$ cat config.mk
export PLATFORM = sky130hd
export DESIGN_NAME = tx
export DESIGN_NICKNAME = d
export VERILOG_FILES = /design/src/rtl/ISO14443A_pkg.sv /design/src/rtl/tx_manchester_subcarrier_encoder.sv /design/src/rtl/tx.sv
export SDC_FILE = /design/constraint.sdc
export NUM_CORES = 1
export LEC_CHECK = 0
export ABC_CLOCK_PERIOD_IN_PS = 1640
export CORE_ASPECT_RATIO = 0.6
export CORE_MARGIN = 8
export CORE_UTILIZATION = 40
export CTS_CLUSTER_DIAMETER = 50
export CTS_CLUSTER_SIZE = 12
export DETAILED_ROUTE_END_ITERATION = 10
export GPL_TIMING_DRIVEN = 0
export RECOVER_POWER = 25
export SLEW_MARGIN = 10
export SYNTH_ARGS = -nofsm -noshare
export SYNTH_HDL_FRONTEND = slang
export SYNTH_SLANG_ARGS = --single-unit
export TNS_END_PERCENT = 5
$ cat constraint.sdc
create_clock -name clk -period 1.64 [get_ports clk]
set_clock_uncertainty 0.15 [all_clocks]
set_input_delay 0.492 -clock clk [delete_from_list [all_inputs] [get_ports clk]]
set_output_delay 0.492 -clock clk [all_outputs]
set_load 0.005 [all_outputs]
$ cat src/rtl/ISO14443A_pkg.sv
// ----------------------------------------------------------------------------
// ISO14443A_pkg
// Shared timing constants and types for the ISO/IEC 14443A 106 kbit/s PICC
// datapath. All timing is expressed in carrier clocks (fc = 13.56 MHz).
//
// Contents:
//   PICC_BIT_PERIOD_CLKS      one bit on air = 128 fc
//   PICC_HALF_BIT_CLKS        one Manchester half-bit = 64 fc
//   PICC_SUBCARRIER_HALF_CLKS half a subcarrier period (fc/16) = 8 fc
//   TxState                   transmitter FSM states
//   odd_parity()              parity bit that makes the 9-bit group odd
// ----------------------------------------------------------------------------
package ISO14443A_pkg;

  localparam int PICC_BIT_PERIOD_CLKS      = 128;
  localparam int PICC_HALF_BIT_CLKS        = PICC_BIT_PERIOD_CLKS / 2;
  localparam int PICC_SUBCARRIER_HALF_CLKS = 8;

  // Width of the in-bit clock counter and the counter bit that toggles the
  // subcarrier (bit 3 for an 8-clock half period).
  localparam int PICC_BIT_CNT_W    = $clog2(PICC_BIT_PERIOD_CLKS);
  localparam int PICC_SC_TOGGLE_IX = $clog2(PICC_SUBCARRIER_HALF_CLKS);

  typedef enum logic [2:0] {
    IDLE   = 3'd0,
    SOC    = 3'd1,
    DATA   = 3'd2,
    PARITY = 3'd3,
    EOC    = 3'd4
  } TxState;

  // Odd parity: the parity bit is chosen so that data plus parity holds an
  // odd number of ones.
  function automatic logic odd_parity(input logic [7:0] d);
    return ~^d;
  endfunction

endpackage

$ cat src/rtl/tx_manchester_subcarrier_encoder.sv
// ----------------------------------------------------------------------------
// manchester_subcarrier_encoder
// Turns one logical bit per 128-clock bit period into the load-modulation
// pattern of ISO 14443A Type A PICC->PCD signalling: Manchester coding with
// the modulated half-bit filled by the fc/16 subcarrier.
//
// Ports:
//   clk         in   carrier clock
//   rst         in   synchronous, active-high reset
//   bit_value   in   logical value of the bit currently on air
//   bit_active  in   a bit period is in progress (low holds the counter at 0)
//   bit_is_eoc  in   current bit period is EOC: no modulation at all
//   lm_out      out  load-modulation enable, 1 = modulate
//   bit_end     out  strobe on the last clock (c = 127) of a bit period
// ----------------------------------------------------------------------------
module manchester_subcarrier_encoder
  import ISO14443A_pkg::*;
(
  input  logic clk,
  input  logic rst,
  input  logic bit_value,
  input  logic bit_active,
  input  logic bit_is_eoc,
  output logic lm_out,
  output logic bit_end
);

  localparam logic [PICC_BIT_CNT_W-1:0] LAST_CLK = PICC_BIT_CNT_W'(PICC_BIT_PERIOD_CLKS - 1);

  // In-bit clock counter c. It wraps naturally from 127 to 0, so consecutive
  // bit periods follow each other without any reload logic. While no bit is
  // active it sits at 0, so the first clock of SOC is always c = 0.
  logic [PICC_BIT_CNT_W-1:0] r_count;

  logic w_first_half;
  logic w_modulated_half;

  always_ff @(posedge clk) begin
    if (rst || !bit_active) begin
      r_count <= '0;
    end else begin
      r_count <= r_count + 1'b1;
    end
  end

  // MSB of c is 0 during c = 0..63.
  assign w_first_half = ~r_count[PICC_BIT_CNT_W-1];

  // Logic 1 modulates the first half, logic 0 the second half.
  assign w_modulated_half = bit_active && !bit_is_eoc && (bit_value == w_first_half);

  // Subcarrier starts high at the beginning of each modulated half: 8 clocks
  // high, 8 clocks low, four subcarrier cycles per half-bit.
  assign lm_out  = w_modulated_half && ~r_count[PICC_SC_TOGGLE_IX];

  assign bit_end = bit_active && (r_count == LAST_CLK);

endmodule

$ cat src/rtl/tx.sv
// ----------------------------------------------------------------------------
// tx
// PICC->PCD transmitter for ISO/IEC 14443A at 106 kbit/s. Takes a frame as a
// byte stream, appends odd parity to every full byte, frames it with SOC and
// EOC and drives the load-modulation control through the Manchester /
// subcarrier encoder. Runs on the carrier clock: one bit = 128 clk.
//
// Ports:
//   clk           in   carrier clock, fc
//   rst           in   synchronous, active-high reset
//   in_data[7:0]  in   byte to send, LSB first on air
//   in_data_bits  in   0 = full byte with parity, 1..7 = that many LSBs, no
//                      parity (partial byte always ends the frame)
//   in_last       in   final byte of the frame
//   in_valid      in   byte present
//   in_ready      out  hold register empty
//   lm_out        out  load-modulation enable, 1 = modulate
//   busy          out  frame in progress (SOC through EOC)
//   underrun      out  one-cycle pulse on the first EOC cycle when the next
//                      byte was needed at the end of a parity bit but absent
//   dbg_state     out  current FSM state (TxState encoding)
//
// Handshake: a byte transfers on every rising clk edge where in_valid and
// in_ready are both high. in_valid may be raised at any time and the byte
// fields must stay stable while in_valid is high and in_ready is low;
// in_ready never depends on in_valid.
// ----------------------------------------------------------------------------
module tx
  import ISO14443A_pkg::*;
(
  input  logic       clk,
  input  logic       rst,
  input  logic [7:0] in_data,
  input  logic [2:0] in_data_bits,
  input  logic       in_last,
  input  logic       in_valid,
  output logic       in_ready,
  output logic       lm_out,
  output logic       busy,
  output logic       underrun,
  output logic [2:0] dbg_state
);

  // FSM
  TxState r_state;
  TxState w_next_state;

  // One-deep hold register
  logic       r_hold_full;
  logic [7:0] r_hold_data;
  logic [2:0] r_hold_bits;
  logic       r_hold_last;

  // Byte on air
  logic [7:0] r_shift;
  logic [2:0] r_bit_cnt;     // data bits already sent of the current byte
  logic [2:0] r_bit_cnt_end; // index of the final data bit (7 for a full byte)
  logic       r_full_byte;
  logic       r_byte_last;
  logic       r_parity;

  logic r_underrun;

  // FSM decode outputs
  logic w_accept;
  logic w_load;
  logic w_underrun_set;
  logic w_bit_value;
  logic w_bit_active;
  logic w_bit_is_eoc;
  logic w_bit_end;

  assign in_ready = !r_hold_full && !rst;
  assign w_accept = in_valid && in_ready;

  // --------------------------------------------------------------------------
  // Hold register. A load into the shift register and a new accept never
  // coincide: loading requires the hold to be full, which keeps in_ready low.
  // --------------------------------------------------------------------------
  always_ff @(posedge clk) begin
    if (rst) begin
      r_hold_full <= 1'b0;
      r_hold_data <= '0;
      r_hold_bits <= '0;
      r_hold_last <= 1'b0;
    end else if (w_load) begin
      r_hold_full <= 1'b0;
    end else if (w_accept) begin
      r_hold_full <= 1'b1;
      r_hold_data <= in_data;
      r_hold_bits <= in_data_bits;
      r_hold_last <= in_last;
    end
  end

  // --------------------------------------------------------------------------
  // Shift register, bit counter and parity of the byte on air.
  // --------------------------------------------------------------------------
  always_ff @(posedge clk) begin
    if (rst) begin
      r_shift       <= '0;
      r_bit_cnt     <= '0;
      r_bit_cnt_end <= '0;
      r_full_byte   <= 1'b0;
      r_byte_last   <= 1'b0;
      r_parity      <= 1'b0;
    end else if (w_load) begin
      r_shift       <= r_hold_data;
      r_bit_cnt     <= '0;
      r_bit_cnt_end <= (r_hold_bits == 3'd0) ? 3'd7 : (r_hold_bits - 3'd1);
      r_full_byte   <= (r_hold_bits == 3'd0);
      // A partial byte cannot be followed by anything, so it ends the frame
      // even when in_last was not given with it.
      r_byte_last   <= r_hold_last || (r_hold_bits != 3'd0);
      r_parity      <= odd_parity(r_hold_data);
    end else if ((r_state == DATA) && w_bit_end) begin
      r_shift   <= {1'b0, r_shift[7:1]};
      r_bit_cnt <= r_bit_cnt + 3'd1;
    end
  end

  // --------------------------------------------------------------------------
  // FSM state register and underrun pulse register
  // --------------------------------------------------------------------------
  always_ff @(posedge clk) begin
    if (rst) begin
      r_state    <= IDLE;
      r_underrun <= 1'b0;
    end else begin
      r_state    <= w_next_state;
      r_underrun <= w_underrun_set;
    end
  end

  // --------------------------------------------------------------------------
  // FSM next state and per-state bit selection
  // --------------------------------------------------------------------------
  always_comb begin
    w_next_state   = r_state;
    w_load         = 1'b0;
    w_underrun_set = 1'b0;
    w_bit_value    = 1'b0;
    w_bit_active   = 1'b1;
    w_bit_is_eoc   = 1'b0;

    unique case (r_state)
      IDLE: begin
        w_bit_active = 1'b0;
        if (r_hold_full) begin
          w_next_state = SOC;
        end
      end

      SOC: begin
        w_bit_value = 1'b1;
        if (w_bit_end) begin
          w_load       = 1'b1;
          w_next_state = DATA;
        end
      end

      DATA: begin
        w_bit_value = r_shift[0];
        if (w_bit_end && (r_bit_cnt == r_bit_cnt_end)) begin
          w_next_state = r_full_byte ? PARITY : EOC;
        end
      end

      PARITY: begin
        w_bit_value = r_parity;
        if (w_bit_end) begin
          if (r_byte_last) begin
            w_next_state = EOC;
          end else if (r_hold_full) begin
            w_load       = 1'b1;
            w_next_state = DATA;
          end else begin
            // The frame was meant to continue but the next byte is missing:
            // close it with EOC and flag the underrun.
            w_underrun_set = 1'b1;
            w_next_state   = EOC;
          end
        end
      end

      EOC: begin
        w_bit_is_eoc = 1'b1;
        if (w_bit_end) begin
          w_next_state = IDLE;
        end
      end

      default: begin
        w_bit_active = 1'b0;
        w_next_state = IDLE;
      end
    endcase
  end

  manchester_subcarrier_encoder u_encoder (
    .clk        (clk),
    .rst        (rst),
    .bit_value  (w_bit_value),
    .bit_active (w_bit_active),
    .bit_is_eoc (w_bit_is_eoc),
    .lm_out     (lm_out),
    .bit_end    (w_bit_end)
  );

  assign busy      = (r_state != IDLE);
  assign underrun  = r_underrun;
  assign dbg_state = r_state;

endmodule

Yosys cells after proc, flatten, opt, wreduce, memory -nomap -nowiden --
Index checks and enable logic that the tools add are counted.
Word-level totals: output and inout port bits 7, flip-flop bits (word level) 41
Operators by class: mux-type cells 21, reductions and logical operators 25, equal/unequal tests 12, bitwise operators 5, add/sub/neg operators 3
Operator list (number):
- two-way mux 3 bit | 9
- two-way mux 8 bit | 2
- one-hot mux 3 bit (5 select lines) | 1
- logical AND 1 bit | 8
- != test 2 bit (second input constant) | 4
- OR reduction 4 bit | 2
- XNOR reduction 8 bit | 1
- adder 7 x 1 -> 7 bit (second input constant) | 1
- equality test 7 bit (second input constant) | 1
- two-way mux 1 bit | 7
- equality test 3 x 2 -> 1 bit (second input constant) | 2
- logical NOT 3 bit | 2
- nonzero test 3 bit | 2
- NOT 1 bit | 5
- AND reduction 5 bit | 1
- logical NOT 1 bit | 4
- adder 3 x 1 -> 3 bit (second input constant) | 1
- equality test 3 x 1 -> 1 bit (second input constant) | 1
- equality test 3 bit | 1
- equality test 3 bit (second input constant) | 1
- one-hot mux 1 bit (3 select lines) | 1
- subtractor 3 x 1 -> 3 bit (second input constant) | 1
- logical OR 1 bit | 2
- != test 2 x 1 -> 1 bit (second input constant) | 1
- 5 further kinds | 5

Depth between registers and ports, before layout --
depth in word-level cells 8, depth in mapped cells 7, mapped depth without buffers 6

Cells and area by module --
A second synthesis with hierarchy kept.
Unflattened totals: cells, all modules 219, area, all modules 1948.1 um^2
By module, submodules not included:
- tx | instances 1, cells an instance 187, area each 1654.1 um^2, sequential area each 680.7 um^2
- manchester_subcarrier_encoder | instances 1, cells an instance 32, area each 294.0 um^2, sequential area each 140.1 um^2

Worst setup path before layout --
Ideal clock, no wire load.
kind register to output, start register r_state[0] (netlist: dbg_state[0]), end output lm_out, slack -0.148 ns, arrival time 1.146 ns, path buffers 1, cell stages (with the launch flop) 6, path through dfxtp_1 > clkbuf_1 > nand2_1 > o22ai_1 > nand2_1 > a211oi_1
Between the ends: longest elaborated chain between the ends 6, elaborated cells on any way between the ends 13, those cells by class eq/ne: 5; mux: 3; reduce/logical: 5
Ends and longest elaborated chain:
- start, declared | RTL line tx.sv:45 | TxState r_state;
- start signal, assigned | RTL line tx.sv:130 | r_state <= w_next_state;
- equality test 3 x 2 -> 1 bit (tied with other cells) | RTL line tx.sv:146 | unique case (r_state)
- OR reduction 4 bit (no source line) / two-way mux 1 bit (equally long branches)
- two-way mux 1 bit / logical NOT 1 bit (equally long branches) | RTL line tx.sv:146, tx_manchester_subcarrier_encoder.sv:50
- logical AND 1 bit | RTL line tx_manchester_subcarrier_encoder.sv:50 | assign w_modulated_half = bit_active && !bit_is_eoc && (bit_value == w_first_half);
- logical AND 1 bit * | RTL line tx_manchester_subcarrier_encoder.sv:50
- logical AND 1 bit * | RTL line tx_manchester_subcarrier_encoder.sv:54 | assign lm_out = w_modulated_half && ~r_count[PICC_SC_TOGGLE_IX];
- end, declared | RTL line tx.sv:38 | output logic lm_out,
Every way passes the cells marked *; elsewhere a longest branch is shown, timed or not.

Worst setup path in the final report --
Same ends and word-level chain as after synthesis.

==> summary.txt <==
Status
  • Status: finished with violations
  • Failing checks: setup timing

Floorplanning
  • Starting Density: 42.1%
  • Height of the die: 70.0 µm
  • # IOs: 22
  • # rows: 19
  • Die area: 7410 µm²
  • Die width: 106 µm
  • Core area: 4610 µm²

Critical path
  • CP Launch Type: flop
  • Worst EP arrival: 1.31 ns
  • Crit-path cells: buf_8 > o22ai_2 > nand2_1 > a211oi_2 > buf_2
  • Critical Path Sink Type: primary output
  • CP max-delay cell: dfxtp_4
  • Worst R2R End: r_shift[2]
  • CP max FO: 4
  • R2R Setup Slk: -0.20 ns
  • Worst setup path start: dbg_state[0]
  • Crit Path Category: flop to primary output
  • Required @ worst endpoint: 1.00 ns
  • Reg2reg path depth: 7
  • Reg-to-Reg Start: dbg_state[2]
  • Slowest stage delay, CP: 0.37 ns

Route
  • Detail-routed via count per cell: 5.24
  • Final wirelength: 4.63 mm
  • WL per Instance: 14.8 µm
  • Routed Antenna Nets: 0
  • Initial DRC Count: 91
  • Via count: 1639
  • Drt drc: 0
  • DR pass1 iterations: 4

CTS
  • CTS sink cnt: 41
  • Clk_lat worst skew: 0.30 ns
  • H-tree depth: 2
  • Clk slew on worst S/H paths: 0.08 ns
  • CTS max path bufs: 2
  • Root buf cell: clkbuf_8
  • CTS tree: yes
  • Number of hold buffers added after cts: 0
  • Number of CTS-inserted buffers: 5

Yosys
  • Mapped cell area: 1940 µm²
  • Mapped Cells: 218
  • Ys flop type: dfxtp_1
  • Synthesized-area fraction occupied by adder cells: 2.58%
  • Simple-gate area share of the yosys netlist: 18.6%
  • Async S/R FF share, synth: 0%
  • Synth Register Bits: 41
  • Post-synthesis compound-gate area fraction: 17.7%
  • Largest family of logic cells by synthesized area: simple AND/OR/NAND/NOR gates
  • Mux cell area share after synthesis: 4.13%
  • Area share of xor/xnor cells in the synthesized design: 8.58%
  • Netlist cell types: 41
  • Yosys warnings: 0
  • Sequential area share after synthesis: 42.3%
  • Synth Net Count: 237
  • Avg Cell Area, Syn: 8.90 µm²
  • Number of synthesized flops with an enable pin: 0

STA
  • Hold_ws: 0.296 ns
  • Fmax achieved: 0.513 GHz
  • Slew @ Worst Pin: 0.566 ns
  • Relative slew margins: 62.3%
  • RSZ-0062 raised after global routing: yes
  • Fin. Hold Viols: 0
  • Setup WS post-layout: -0.309 ns
  • Crit share post-route: 119%
  • Fin. max-slew vios: 0
  • Final Setup Violations: 30
  • Final min period: 1.95 ns

Flow run
  • Max-Cap Viols: 0

Global route
  • Vias in the first global route: 1571
  • Initial antenna violation count: 0
  • GRT Util Overall: 12.8%
  • Remaining global-route overflow: 0
  • First-pass GRT wire length: 7.79 mm
  • Largest net degree at the start of global routing: 12

Placement
  • Dpl cell area: 2230 µm²
  • HPWL after DPL: 3.30 mm
  • Post-Place Worst Slack: -0.563 ns
  • Port buffer count: 20
  • RD Place Congestion: 0.749

Final layout
  • Fin area: 2440 µm²
  • Antenna cell count: 0
  • Final Net Count: 268
  • Layout cells sized above 1: 18.0%
  • Leading cell type in the layout, fill and taps excluded: dfxtp_1
  • Area grow syn2layout: 25.5%
  • Most frequent cells in the layout: 35 x dfxtp_1, 19 x nor2_1, 15 x a21oi_1, 14 x nand3_1

Pwr
  • Leak Pwr: 0.883 nW
  • VDD IR-drop max: 0.000386 V
  • Pwr dens: 762 nW/µm²

Min path
  • Hold Crit Start: u_encoder.r_count[0]
  • Hold Path Class: flop to flop
  • Hold worst-path end: u_encoder.r_count[0]
  • Hold Path Stages: 1
power breakdown:
group / switching [mW] / total, mW / internal, mW / leakage (nW)
registers: 0.0196 / 1.03 / 1.01 / 0.335
clock network: 0.338 / 0.641 / 0.303 / 0.0395
logic: 0.0840 / 0.184 / 0.100 / 0.509
total: 0.442 / 1.86 / 1.41 / 0.883
repair_timing:
action | in CTS | in global routing
pin swaps | 7 | 4
setup endpoints to repair | 40 | 35
setup buffers | 4 | 0
gates resized for setup | 33 | 11
routing by layer:
layer | global-route usage (%) | up-vias | part of all wire (%)
li1 | - | 830 | -
met1 | 19.7 | 764 | 56
met2 | 15.3 | 40 | 37
met3 | 4.12 | 5 | 5.7
met4 | 4.65 | 0 | 1.1
met5 | 0 | - | 0
synth_stat cells, types with 2 or more instances:
| cell type | n | area [µm²] |
|---|---|---|
| buf_2 | 5 | 25.0 |
| a21oi_1 | 16 | 80.1 |
| inv_1 | 6 | 22.5 |
| nor3_1 | 7 | 35.0 |
| nand2_1 | 10 | 37.5 |
| o21ai_0 | 13 | 65.1 |
| dfxtp_1 | 41 | 821 |
| a211oi_1 | 10 | 75.1 |
| clkbuf_1 | 6 | 22.5 |
| nand3_1 | 14 | 70.1 |
| ha_1 | 4 | 50.1 |
| nor4_1 | 2 | 12.5 |
| nand2b_1 | 2 | 12.5 |
| nor2_1 | 21 | 78.8 |
| nand3b_1 | 3 | 22.5 |
| mux2i_1 | 8 | 80.1 |
| o31ai_1 | 3 | 22.5 |
| buf_4 | 2 | 15.0 |
| and3_1 | 3 | 18.8 |
| xnor2_1 | 13 | 114 |
| nor2b_1 | 2 | 12.5 |
| a211o_1 | 2 | 17.5 |
| o21bai_1 | 2 | 15.0 |
| xor2_1 | 6 | 52.6 |
cell type report:
cell class                 instances  area [µm²]
clock buffer                       8        80.1
buffer                            15         131
timing repair buffer              24         224
multi-input combinational        155        1060
sequential                        41         836
tap                               63        78.8
inverter                           7        26.3
fill                             458        2180
worst max path at each step:
stage,depth (start not counted),to,slack (ns)
4_1_cts,5,lm_out,-0.34
3_5_place_dp,6,lm_out,-0.56
5_1_grt,5,lm_out,-0.38
2_1_floorplan,5,lm_out,0.005
6_report,5,lm_out,-0.31
3_3_place_gp,6,lm_out,-0.57
critical path, delay by kind of cell (launching register included):
kind	cells	cell delay [ns]
compound gates	2	0.31
simple gates	1	0.08
flops	1	0.37
buf+inv	2	0.26
cell families (layout without fill, tap and decap cells):
| logic type | Yosys count | after routing |
|---|---|---|
| AO/OA/AOI/OAI | 53 | 53 |
| XOR/XNOR | 19 | 19 |
| adder cells (fa/ha/maj) | 4 | 4 |
| buffers and inverters | 22 | 54 |
| flip-flops | 41 | 41 |
| multiplexers | 8 | 8 |
| AND/OR/NAND/NOR | 71 | 71 |
state kept, by name, summed over array words and instances, names as in the netlist:
register	count
dbg_state	3
r_bit_cnt	3
r_bit_cnt_end	3
r_byte_last	1
r_full_byte	1
r_hold_bits	3
r_hold_data	8
r_hold_full	1
r_hold_last	1
r_parity	1
r_shift	8
u_encoder.r_count	7
underrun	1
metrics by stage:
stage                     setup TNS (ns)  instances  power [mW]  utilization, %
after floorplan                        0        218        1.15               -
after detailed placement           -6.11        301        1.22            48.5
after CTS                          -2.72        313        1.87            52.1
final                              -2.50        313        1.86            52.8
after global routing               -5.19        313        1.94            52.8
after global placement             -6.03        301        1.22            48.5
(Power assumes the default switching activity.)
